[src/rtl/soc_periph_bus_ctrl_pkg.sv]
// Shared types, SoC address map and address decoder for the peripheral bus controller.
package soc_periph_bus_ctrl_pkg;

  localparam int unsigned NB_PERIPHERALS = 9;
  localparam int unsigned AddrW          = 64;
  localparam int unsigned DataW          = 64;
  localparam int unsigned BeW            = 8;

  typedef enum logic [3:0] {
    DRAM     = 4'd0,
    GPIO     = 4'd1,
    ETHERNET = 4'd2,
    SPI      = 4'd3,
    UART     = 4'd4,
    PLIC     = 4'd5,
    CLINT    = 4'd6,
    ROM      = 4'd7,
    DEBUG    = 4'd8
  } axi_slaves_t;

  localparam logic [AddrW-1:0] DebugBase    = 64'h0000_0000;
  localparam logic [AddrW-1:0] DebugLength  = 64'h0000_1000;
  localparam logic [AddrW-1:0] ROMBase      = 64'h0001_0000;
  localparam logic [AddrW-1:0] ROMLength    = 64'h0001_0000;
  localparam logic [AddrW-1:0] CLINTBase    = 64'h0200_0000;
  localparam logic [AddrW-1:0] CLINTLength  = 64'h000C_0000;
  localparam logic [AddrW-1:0] PLICBase     = 64'h0C00_0000;
  localparam logic [AddrW-1:0] PLICLength   = 64'h03FF_FFFF;
  localparam logic [AddrW-1:0] UARTBase     = 64'h1000_0000;
  localparam logic [AddrW-1:0] UARTLength   = 64'h0000_1000;
  localparam logic [AddrW-1:0] SPIBase      = 64'h2000_0000;
  localparam logic [AddrW-1:0] SPILength    = 64'h0080_0000;
  localparam logic [AddrW-1:0] EthernetBase = 64'h3000_0000;
  localparam logic [AddrW-1:0] EthernetLength = 64'h0001_0000;
  localparam logic [AddrW-1:0] GPIOBase     = 64'h4000_0000;
  localparam logic [AddrW-1:0] GPIOLength   = 64'h0000_1000;
  localparam logic [AddrW-1:0] DRAMBase     = 64'h8000_0000;
  localparam logic [AddrW-1:0] DRAMLength   = 64'h4000_0000;

  typedef struct packed {
    logic [AddrW-1:0] addr;
    logic             we;
    logic [DataW-1:0] wdata;
    logic [BeW-1:0]   be;
  } periph_req_t;

  typedef struct packed {
    logic [DataW-1:0] rdata;
    logic             err;
  } periph_rsp_t;

  // Subtracting after the lower-bound test keeps the upper-bound check free of overflow.
  function automatic logic in_range(input logic [AddrW-1:0] addr,
                                    input logic [AddrW-1:0] base,
                                    input logic [AddrW-1:0] len);
    return (addr >= base) && ((addr - base) < len);
  endfunction

  function automatic logic [NB_PERIPHERALS-1:0] addr_decode(input logic [AddrW-1:0] addr);
    logic [NB_PERIPHERALS-1:0] hit;
    hit           = '0;
    hit[DRAM]     = in_range(addr, DRAMBase, DRAMLength);
    hit[GPIO]     = in_range(addr, GPIOBase, GPIOLength);
    hit[ETHERNET] = in_range(addr, EthernetBase, EthernetLength);
    hit[SPI]      = in_range(addr, SPIBase, SPILength);
    hit[UART]     = in_range(addr, UARTBase, UARTLength);
    hit[PLIC]     = in_range(addr, PLICBase, PLICLength);
    hit[CLINT]    = in_range(addr, CLINTBase, CLINTLength);
    hit[ROM]      = in_range(addr, ROMBase, ROMLength);
    hit[DEBUG]    = in_range(addr, DebugBase, DebugLength);
    // Keep only the lowest-index hit so overlapping windows stay one-hot.
    return hit & (~hit + NB_PERIPHERALS'(1));
  endfunction

endpackage

[src/rtl/soc_periph_bus_ctrl_rr_arbiter.sv]
// Combinational round-robin pick: first requester at or after rr_ptr, wrapping.
module soc_periph_bus_ctrl_rr_arbiter #(
  parameter int unsigned NumMst = 2
) (
  input  logic [NumMst-1:0]                                 req,
  input  logic [((NumMst > 1) ? $clog2(NumMst) : 1)-1:0]    rr_ptr,
  output logic [NumMst-1:0]                                 gnt,
  output logic [((NumMst > 1) ? $clog2(NumMst) : 1)-1:0]    idx,
  output logic                                              valid
);

  localparam int unsigned IdxW = (NumMst > 1) ? $clog2(NumMst) : 1;

  function automatic logic [IdxW-1:0] wrap_idx(input logic [IdxW-1:0] base,
                                               input int unsigned off);
    int unsigned s;
    s = 32'(base) + off;
    if (s >= NumMst) s = s - NumMst;
    return IdxW'(s);
  endfunction

  always_comb begin
    gnt   = '0;
    idx   = '0;
    valid = 1'b0;
    for (int unsigned i = 0; i < NumMst; i++) begin
      if (!valid && req[wrap_idx(rr_ptr, i)]) begin
        valid = 1'b1;
        idx   = wrap_idx(rr_ptr, i);
      end
    end
    if (valid) gnt = NumMst'(1) << idx;
  end

endmodule

[src/rtl/soc_periph_bus_ctrl.sv]
// Single-outstanding peripheral bus controller: round-robin arbitration, address decode,
// request/response sequencing with decode-error and timeout responses.
module soc_periph_bus_ctrl
  import soc_periph_bus_ctrl_pkg::*;
#(
  parameter int unsigned NumMst        = 2,
  parameter int unsigned NumSlv        = NB_PERIPHERALS,
  parameter int unsigned TimeoutCycles = 1024
) (
  input  logic                          clk_i,
  input  logic                          rst_ni,
  input  logic [NumMst-1:0]             mst_req_i,
  input  logic [NumMst-1:0][AddrW-1:0]  mst_addr_i,
  input  logic [NumMst-1:0]             mst_we_i,
  input  logic [NumMst-1:0][DataW-1:0]  mst_wdata_i,
  input  logic [NumMst-1:0][BeW-1:0]    mst_be_i,
  output logic [NumMst-1:0]             mst_gnt_o,
  output logic [NumMst-1:0]             mst_rvalid_o,
  output logic [DataW-1:0]              mst_rdata_o,
  output logic                          mst_err_o,
  output logic                          slv_req_o,
  output logic [NumSlv-1:0]             slv_sel_o,
  output logic [AddrW-1:0]              slv_addr_o,
  output logic                          slv_we_o,
  output logic [DataW-1:0]              slv_wdata_o,
  output logic [BeW-1:0]                slv_be_o,
  input  logic                          slv_gnt_i,
  input  logic                          slv_rvalid_i,
  input  logic [DataW-1:0]              slv_rdata_i,
  input  logic                          slv_err_i
);

  localparam int unsigned IdxW = (NumMst > 1) ? $clog2(NumMst) : 1;
  localparam int unsigned CntW = $clog2(TimeoutCycles);

  localparam logic [1:0] IDLE = 2'd0;
  localparam logic [1:0] REQ  = 2'd1;
  localparam logic [1:0] RESP = 2'd2;
  localparam logic [1:0] DERR = 2'd3;

  logic [1:0]          state_q, state_d;
  logic [IdxW-1:0]     rr_ptr_q, rr_ptr_d;
  logic [IdxW-1:0]     owner_q, owner_d;
  logic [CntW-1:0]     cnt_q, cnt_d;
  periph_req_t         req_q, req_d;
  periph_rsp_t         rsp_q, rsp_d;
  logic [NumSlv-1:0]   sel_q, sel_d;
  logic [NumMst-1:0]   rvalid_q, rvalid_d;

  logic [NumMst-1:0]   arb_gnt;
  logic [IdxW-1:0]     arb_idx;
  logic                arb_valid;
  logic [NumSlv-1:0]   dec_sel;
  logic [NumMst-1:0]   owner_hot;
  logic                timeout;

  soc_periph_bus_ctrl_rr_arbiter #(.NumMst(NumMst)) u_arb (
    .req    (mst_req_i),
    .rr_ptr (rr_ptr_q),
    .gnt    (arb_gnt),
    .idx    (arb_idx),
    .valid  (arb_valid)
  );

  assign dec_sel   = NumSlv'(addr_decode(mst_addr_i[arb_idx]));
  assign owner_hot = NumMst'(1) << owner_q;
  assign timeout   = (cnt_q == CntW'(TimeoutCycles - 1));

  // Next-state, datapath capture and the combinational grant.
  always_comb begin
    state_d   = state_q;
    rr_ptr_d  = rr_ptr_q;
    owner_d   = owner_q;
    cnt_d     = cnt_q;
    req_d     = req_q;
    rsp_d     = rsp_q;
    sel_d     = sel_q;
    rvalid_d  = '0;
    mst_gnt_o = '0;
    case (state_q)
      IDLE: begin
        if (arb_valid) begin
          mst_gnt_o   = arb_gnt;
          owner_d     = arb_idx;
          req_d.addr  = mst_addr_i[arb_idx];
          req_d.we    = mst_we_i[arb_idx];
          req_d.wdata = mst_wdata_i[arb_idx];
          req_d.be    = mst_be_i[arb_idx];
          sel_d       = dec_sel;
          rr_ptr_d    = (arb_idx == IdxW'(NumMst - 1)) ? '0 : arb_idx + IdxW'(1);
          cnt_d       = '0;
          state_d     = (|dec_sel) ? REQ : DERR;
        end
      end
      REQ: begin
        cnt_d = cnt_q + CntW'(1);
        if (slv_gnt_i && slv_rvalid_i) begin
          rvalid_d    = owner_hot;
          rsp_d.rdata = slv_rdata_i;
          rsp_d.err   = slv_err_i;
          state_d     = IDLE;
        end else if (timeout) begin
          rvalid_d    = owner_hot;
          rsp_d.rdata = '0;
          rsp_d.err   = 1'b1;
          state_d     = IDLE;
        end else if (slv_gnt_i) begin
          state_d = RESP;
        end
      end
      RESP: begin
        cnt_d = cnt_q + CntW'(1);
        if (slv_rvalid_i) begin
          rvalid_d    = owner_hot;
          rsp_d.rdata = slv_rdata_i;
          rsp_d.err   = slv_err_i;
          state_d     = IDLE;
        end else if (timeout) begin
          rvalid_d    = owner_hot;
          rsp_d.rdata = '0;
          rsp_d.err   = 1'b1;
          state_d     = IDLE;
        end
      end
      default: begin
        rvalid_d    = owner_hot;
        rsp_d.rdata = '0;
        rsp_d.err   = 1'b1;
        state_d     = IDLE;
      end
    endcase
  end

  always_ff @(posedge clk_i or negedge rst_ni) begin
    if (!rst_ni) begin
      state_q  <= IDLE;
      rr_ptr_q <= '0;
      owner_q  <= '0;
      cnt_q    <= '0;
      req_q    <= '0;
      rsp_q    <= '0;
      sel_q    <= '0;
      rvalid_q <= '0;
    end else begin
      state_q  <= state_d;
      rr_ptr_q <= rr_ptr_d;
      owner_q  <= owner_d;
      cnt_q    <= cnt_d;
      req_q    <= req_d;
      rsp_q    <= rsp_d;
      sel_q    <= sel_d;
      rvalid_q <= rvalid_d;
    end
  end

  assign slv_req_o    = (state_q == REQ);
  assign slv_sel_o    = ((state_q == REQ) || (state_q == RESP)) ? sel_q : '0;
  assign slv_addr_o   = req_q.addr;
  assign slv_we_o     = req_q.we;
  assign slv_wdata_o  = req_q.wdata;
  assign slv_be_o     = req_q.be;
  assign mst_rvalid_o = rvalid_q;
  assign mst_rdata_o  = rsp_q.rdata;
  assign mst_err_o    = rsp_q.err;

endmodule

[config.mk]
export PLATFORM = sky130hd
export DESIGN_NAME = soc_periph_bus_ctrl
export DESIGN_NICKNAME = d
export VERILOG_FILES = /design/src/rtl/soc_periph_bus_ctrl_pkg.sv /design/src/rtl/soc_periph_bus_ctrl_rr_arbiter.sv /design/src/rtl/soc_periph_bus_ctrl.sv
export SDC_FILE = /design/constraint.sdc
export NUM_CORES = 1
export LEC_CHECK = 0
export ABC_AREA = 1
export BUFFER_PORTS_ARGS = -buffer_cell sky130_fd_sc_hd__buf_2
export CAP_MARGIN = 20
export CORE_AREA = 2 2 217 219
export CTS_BUF_LIST = sky130_fd_sc_hd__clkbuf_4
export CTS_CLUSTER_SIZE = 10
export DETAILED_ROUTE_END_ITERATION = 7
export DIE_AREA = 0 0 219 221
export GPL_TIMING_DRIVEN = 0
export HOLD_SLACK_MARGIN = 0.06
export SYNTH_ARGS = -nofsm -noshare
export SYNTH_HDL_FRONTEND = slang
export SYNTH_SLANG_ARGS = --single-unit
export TNS_END_PERCENT = 100
[constraint.sdc]
create_clock -name clk_i -period 3.76 [get_ports clk_i]
set_clock_uncertainty 0.1 [all_clocks]
set_input_delay 0.188 -clock clk_i [delete_from_list [all_inputs] [get_ports clk_i]]
set_output_delay 0.188 -clock clk_i [all_outputs]
set_load 0.03 [all_outputs]
==> results of run 1 <==
stage by stage:
step | setup WS, ns | hold WS [ns] | instance area, um^2 | utilization [%]
detailed placement | -0.865 | 0.210 | 21600 | 47.0
CTS | 0.00407 | 0.0634 | 27000 | 58.6
global placement | -1.57 | 0.295 | 21600 | 46.9
floorplan | 0.967 | -0.208 | 18000 | -
layer usage:
metal | global-route usage [%] | GRT overflow
met1 | 62.2 | 0
met3 | 33.7 | 1
met2 | 78.6 | 1
met5 | 8.89 | 0
met4 | 47.4 | 1
timing repair:
item                                   CTS
setup endpoints to repair              143
gates resized for setup                 62
hold buffers                           415
pin swaps                                8
endpoints found under the hold margin  389
setup buffers                           15
cells by family after synthesis:
group                      after synthesis  synth area share, %
xor gates and xnor gates                14                0.680
AOI/OAI and AO/OA                      504                 15.2
and+or+nand+nor                       1722                 43.7
buffers and inverters                  359                 8.42
DFF                                    227                 31.5
adders and majority gates                7                0.486
==> run_results.csv, run 1 <==
group,metric,value,unit
floorplan,die_w,219,um
global_routing,overflow,3,
logic_synthesis,syn_avg_cell_area,6.36,um^2
global_routing,grt_max_degree,123,
logic_synthesis,synth_flop_cell,"dfrtp_1",
placement,dpl.cell_count,4002,
floorplan,start_util,39.1,%
logic_synthesis,yosysSeqAreaShare,31.5,%
outcome,status,"stopped before the end",
placement,portBuffers,560,
floorplan,io_pins,561,
clock_network,h-tree-depth,3,
clock_network,cts-root-buf,"clkbuf_4",
logic_synthesis,yosysUniqueCellTypes,45,
outcome,error_line,"[ERROR GRT-0116] Global routing finished with congestion. Check the congestion regions in the DRC Viewer.",
logic_synthesis,synth_top_cell_by_area,"dfrtp_1",
global_routing,grt_usage,57.3,%
placement,gp_congestion,1.09,
logic_synthesis,syn_area,18000,um^2
logic_synthesis,synth_top_area_share,31.5,%
logic_synthesis,ys_ff_latch,227,
floorplan,fp-row-count,79,
logic_synthesis,synth_warnings,0,
logic_synthesis,synth_most_common_cell,"nand2_1",
global_routing,grt_pass1_wl,197000,um
clock_network,clock_sinks,227,
logic_synthesis,synthesis.nets,3185,
placement,dpl.hpwl,87000,um
clock_network,cts_made_buffers,66,
logic_synthesis,synth_cells,2833,
floorplan,die_h,221,um
logic_synthesis,synthTopCellsByArea,"dfrtp_1 32%, nand2_1 18%, nand3_1 7.8%",
global_routing,grt_pass1_vias,28900,
logic_synthesis,synth_edf_count,0,
logic_synthesis,async_flop_share,100,%
outcome,stop_stage,"5_1_grt",
clock_network,cts_max_path_buffers,3,
logic_synthesis,synthTopCellsByCount,"855 x nand2_1, 298 x nor2_1, 282 x nand3_1",
==> run 2, diff against run 1 <==
--- a/config.mk
+++ b/config.mk
@@ -8,13 +8,11 @@
 export ABC_AREA = 1
 export BUFFER_PORTS_ARGS = -buffer_cell sky130_fd_sc_hd__buf_2
 export CAP_MARGIN = 20
-export CORE_AREA = 2 2 217 219
-export CTS_BUF_LIST = sky130_fd_sc_hd__clkbuf_4
-export CTS_CLUSTER_SIZE = 10
+export CORE_MARGIN = 1.5
+export CORE_UTILIZATION = 35
 export DETAILED_ROUTE_END_ITERATION = 7
-export DIE_AREA = 0 0 219 221
 export GPL_TIMING_DRIVEN = 0
-export HOLD_SLACK_MARGIN = 0.06
+export PLACE_DENSITY_LB_ADDON = 0.15
 export SYNTH_ARGS = -nofsm -noshare
 export SYNTH_HDL_FRONTEND = slang
 export SYNTH_SLANG_ARGS = --single-unit
==> run 2 against run 1 <==
The flow now finishes, with violations (setup timing). Area after synthesis unchanged. Synthesized cell count unchanged.
==> run_results.csv, run 2 <==
group,metric,value,unit
logic_synthesis,synth_most_common_cell,"nand2_1",
power,ir_drop,0.000489,V
drt,wl_per_cell,25.3,um
drt,final_antenna_net_count,0,
logic_synthesis,synthesis.nets,3185,
power,p_clk_share,15.1,%
sta,hold_viol_final,0,
finish,area_growth,42.9,%
placement,portBuffers,560,
clock_network,cts_made_buffers,27,
drt,drtIter0Drc,2414,
sta,setup_viol,1,
sta,fin_crit_sh,100,%
drt,drc,0,
floorplan,start_util,35.7,%
drt,dr_wl_met2,49600,um
floorplan,fp-row-count,82,
logic_synthesis,synthTopCellsByCount,"855 x nand2_1, 298 x nor2_1, 282 x nand3_1",
logic_synthesis,synth_flop_cell,"dfrtp_1",
power,p_sw,9.32,mW
finish,fin_nets,4049,
drt,first_pass_iters,6,
clock_network,cts_max_path_buffers,3,
global_routing,grt_pass1_wl,158000,um
power,leakagePower,12.2,nW
critical_path,reg2regPathDepth,23,
logic_synthesis,synth_edf_count,0,
floorplan,die_w,230,um
power,p_int,8.04,mW
finish,stdcell_count,4391,
placement,place_area,21700,um^2
logic_synthesis,syn_area,18000,um^2
finish,postLayoutCellArea,25800,um^2
clock_network,clk_pin_slew,0.06,ns
logic_synthesis,synthTopCellsByArea,"dfrtp_1 32%, nand2_1 18%, nand3_1 7.8%",
sta,finalWorstSetupSlack,-0.00625,ns
clock_network,cts_tree,"done",
clock_network,cts-root-buf,"clkbuf_16",
floorplan,die_h,230,um
global_routing,grt_max_degree,106,
floorplan,io_pins,561,
finish,utilization,51.0,%
outcome,status,"finished, violations left",
logic_synthesis,synth_top_cell_by_area,"dfrtp_1",
placement,dpl.cell_count,4068,
clock_network,clock_latency,0.56,ns
logic_synthesis,synth_cells,2833,
critical_path,critPathMaxStageDelay,0.46,ns
logic_synthesis,yosysUniqueCellTypes,45,
logic_synthesis,syn_avg_cell_area,6.36,um^2
logic_synthesis,ys_ff_latch,227,
clock_network,h-tree-depth,1,
global_routing,overflow,0,
critical_path,cp.arrival,4.10,ns
critical_path,cp-start-kind,"flip-flop",
critical_path,required,4.09,ns
drt,highest_layer,"met4",
logic_synthesis,yosysSeqAreaShare,31.5,%
global_routing,grt_antenna_before_repair,5,
drt,routed_via_density,5.58,
floorplan,dieArea,52900,um^2
global_routing,grt_usage,40.4,%
sta,fmax,0.266,GHz
power,pwr-share-comb,60.9,%
placement,gp_congestion,1.04,
critical_path,path_max_fanout,10,
critical_path,crit_type,"flip-flop to flip-flop",
finish,drive_gt1_share,25.4,%
power,seqPwrFrac,24.0,%
critical_path,r2r_setup_slack,-0.006,ns
drt,routed_wl,111000,um
finish,final_common_cell,"nand2_1",
logic_synthesis,synth_top_area_share,31.5,%
global_routing,grt_pass1_vias,23500,
min_path,worstHoldPathType,"input pin to flip-flop",
finish,final_cell_mix,"813 x nand2_1, 565 x buf_2, 280 x nor2_1",
logic_synthesis,async_flop_share,100,%
placement,dpl.hpwl,85100,um
sta,drv_slew,0,
critical_path,end_kind,"flip-flop",
sta,fin_crit,3.77,ns
critical_path,cp_slowest_cell,"nor2_1",
drt,vias,24500,
sta,hold_slack,0.0178,ns
power,switching_share,53.7,%
drt,met3_length,10500,um
finish,fill_cells,5308,
flow_run,drv_cap,0,
power,power-per-cell-area,673,nW/um^2
critical_path,cpMostUsedCell,"nand2_1",
clock_network,clock_sinks,227,
critical_path,worstPathCellList,"inv_2 > nand2_4 > buf_8 > buf_8 > buf_6 > nand3_2 > nand2_2 > nor2_4 > nand2_1 > nor2_1 > nand2_1 > nand2_1 > nand2_1 > nor2_1 > nand3_2 > nor2_2 > nand2_2 > nor2_2 > nand2_1 > nand3_1 > nor2_1 > nand3_2 > a21oi_2",
placement,dp_worst_setup_slack,-1.02,ns
outcome,violations,"setup timing",
floorplan,coreArea,50500,um^2
sta,relSlewSlack,40.5,%
drt,m1WireLength,43500,um
min_path,whs_path_depth,5,
logic_synthesis,synth_warnings,0,
sta,tightestPinTransition,0.893,ns
sta,rsz0062_at_grt,"yes",
==> run 2: cell counts after synthesis <==
Identical to the previous run, type by type.
==> run 2: area by class of cell <==
type / instances / area (um^2) / share of cell area, %
Timing Repair Buffer: 836 / 5580 / 21.6
Clock buffer: 35 / 736 / 2.86
Buffer: 125 / 666 / 2.58
Tap cell: 672 / 841 / 3.26
Antenna cell: 5 / 12.5 / 0.0486
Sequential cell: 227 / 5680 / 22.0
Multi-Input combinational cell: 2247 / 11300 / 43.7
Clock inverter: 11 / 115 / 0.447
Inverter: 233 / 876 / 3.40
==> run 2: cell families after synthesis <==
kind of cell,share of synthesized area (%)
buffers and inverters,8.42
xor gates and xnor gates,0.680
and+or+nand+nor,43.7
AOI/OAI and AO/OA,15.2
adders and majority gates,0.486
DFF,31.5
==> run 2: final timing paths <==
kind | from | endpoint
max in group asynchronous | rst_ni | slv_be_o[4]
hold / removal | mst_addr_i[80] | slv_addr_o[16]
setup reg to reg | rr_ptr_q | state_q[1]
hold reg to reg | cnt_q[9] | cnt_q[9]
setup / recovery | rr_ptr_q | state_q[1]
min in group asynchronous | rst_ni | mst_rdata_o[49]
==> run 2: through the flow <==
stage	TNS (ns)	power [mW]
3_5_place_dp	-90.15	13.6
4_1_cts	0	17.1
6_report	-0.00625	17.4
5_1_grt	-0.119	18.2
2_1_floorplan	0	9.92
3_3_place_gp	-497.89	13.6
==> run 2: critical path: cells and delay by family, from the launching register on <==
kind            cells  cell delay [ns]
compound gates      1             0.06
buf+inv             4             0.60
flops               1             0.37
simple gates       18             2.50
==> run 2: power by group through the flow <==
stage	Clock, mW	Sequential, mW	Combinational (mW)
2_1_floorplan	0	6.10	3.82
3_3_place_gp	0	4.14	9.51
3_5_place_dp	0	4.16	9.49
4_1_cts	2.63	4.13	10.3
5_1_grt	2.75	4.27	11.2
6_report	2.62	4.16	10.6
==> run 2: layer usage <==
layer  global-route usage, %  up-vias
met5                       0        -
met4                    23.0        0
met3                    7.84      369
met2                    64.3     1450
met1                    51.1    11700
li1                        -    11000
==> run 2: repair_timing <==
item | 4_1_cts | 5_1_grt
resized for setup | 87 | 45
buffers inserted | 17 | 12
pin swaps | 11 | 12
hold buffers | 242 | 2
endpoints found under the hold margin | 287 | 1
setup endpoints to repair | 138 | 16
Power figures use the tool's default switching activity.
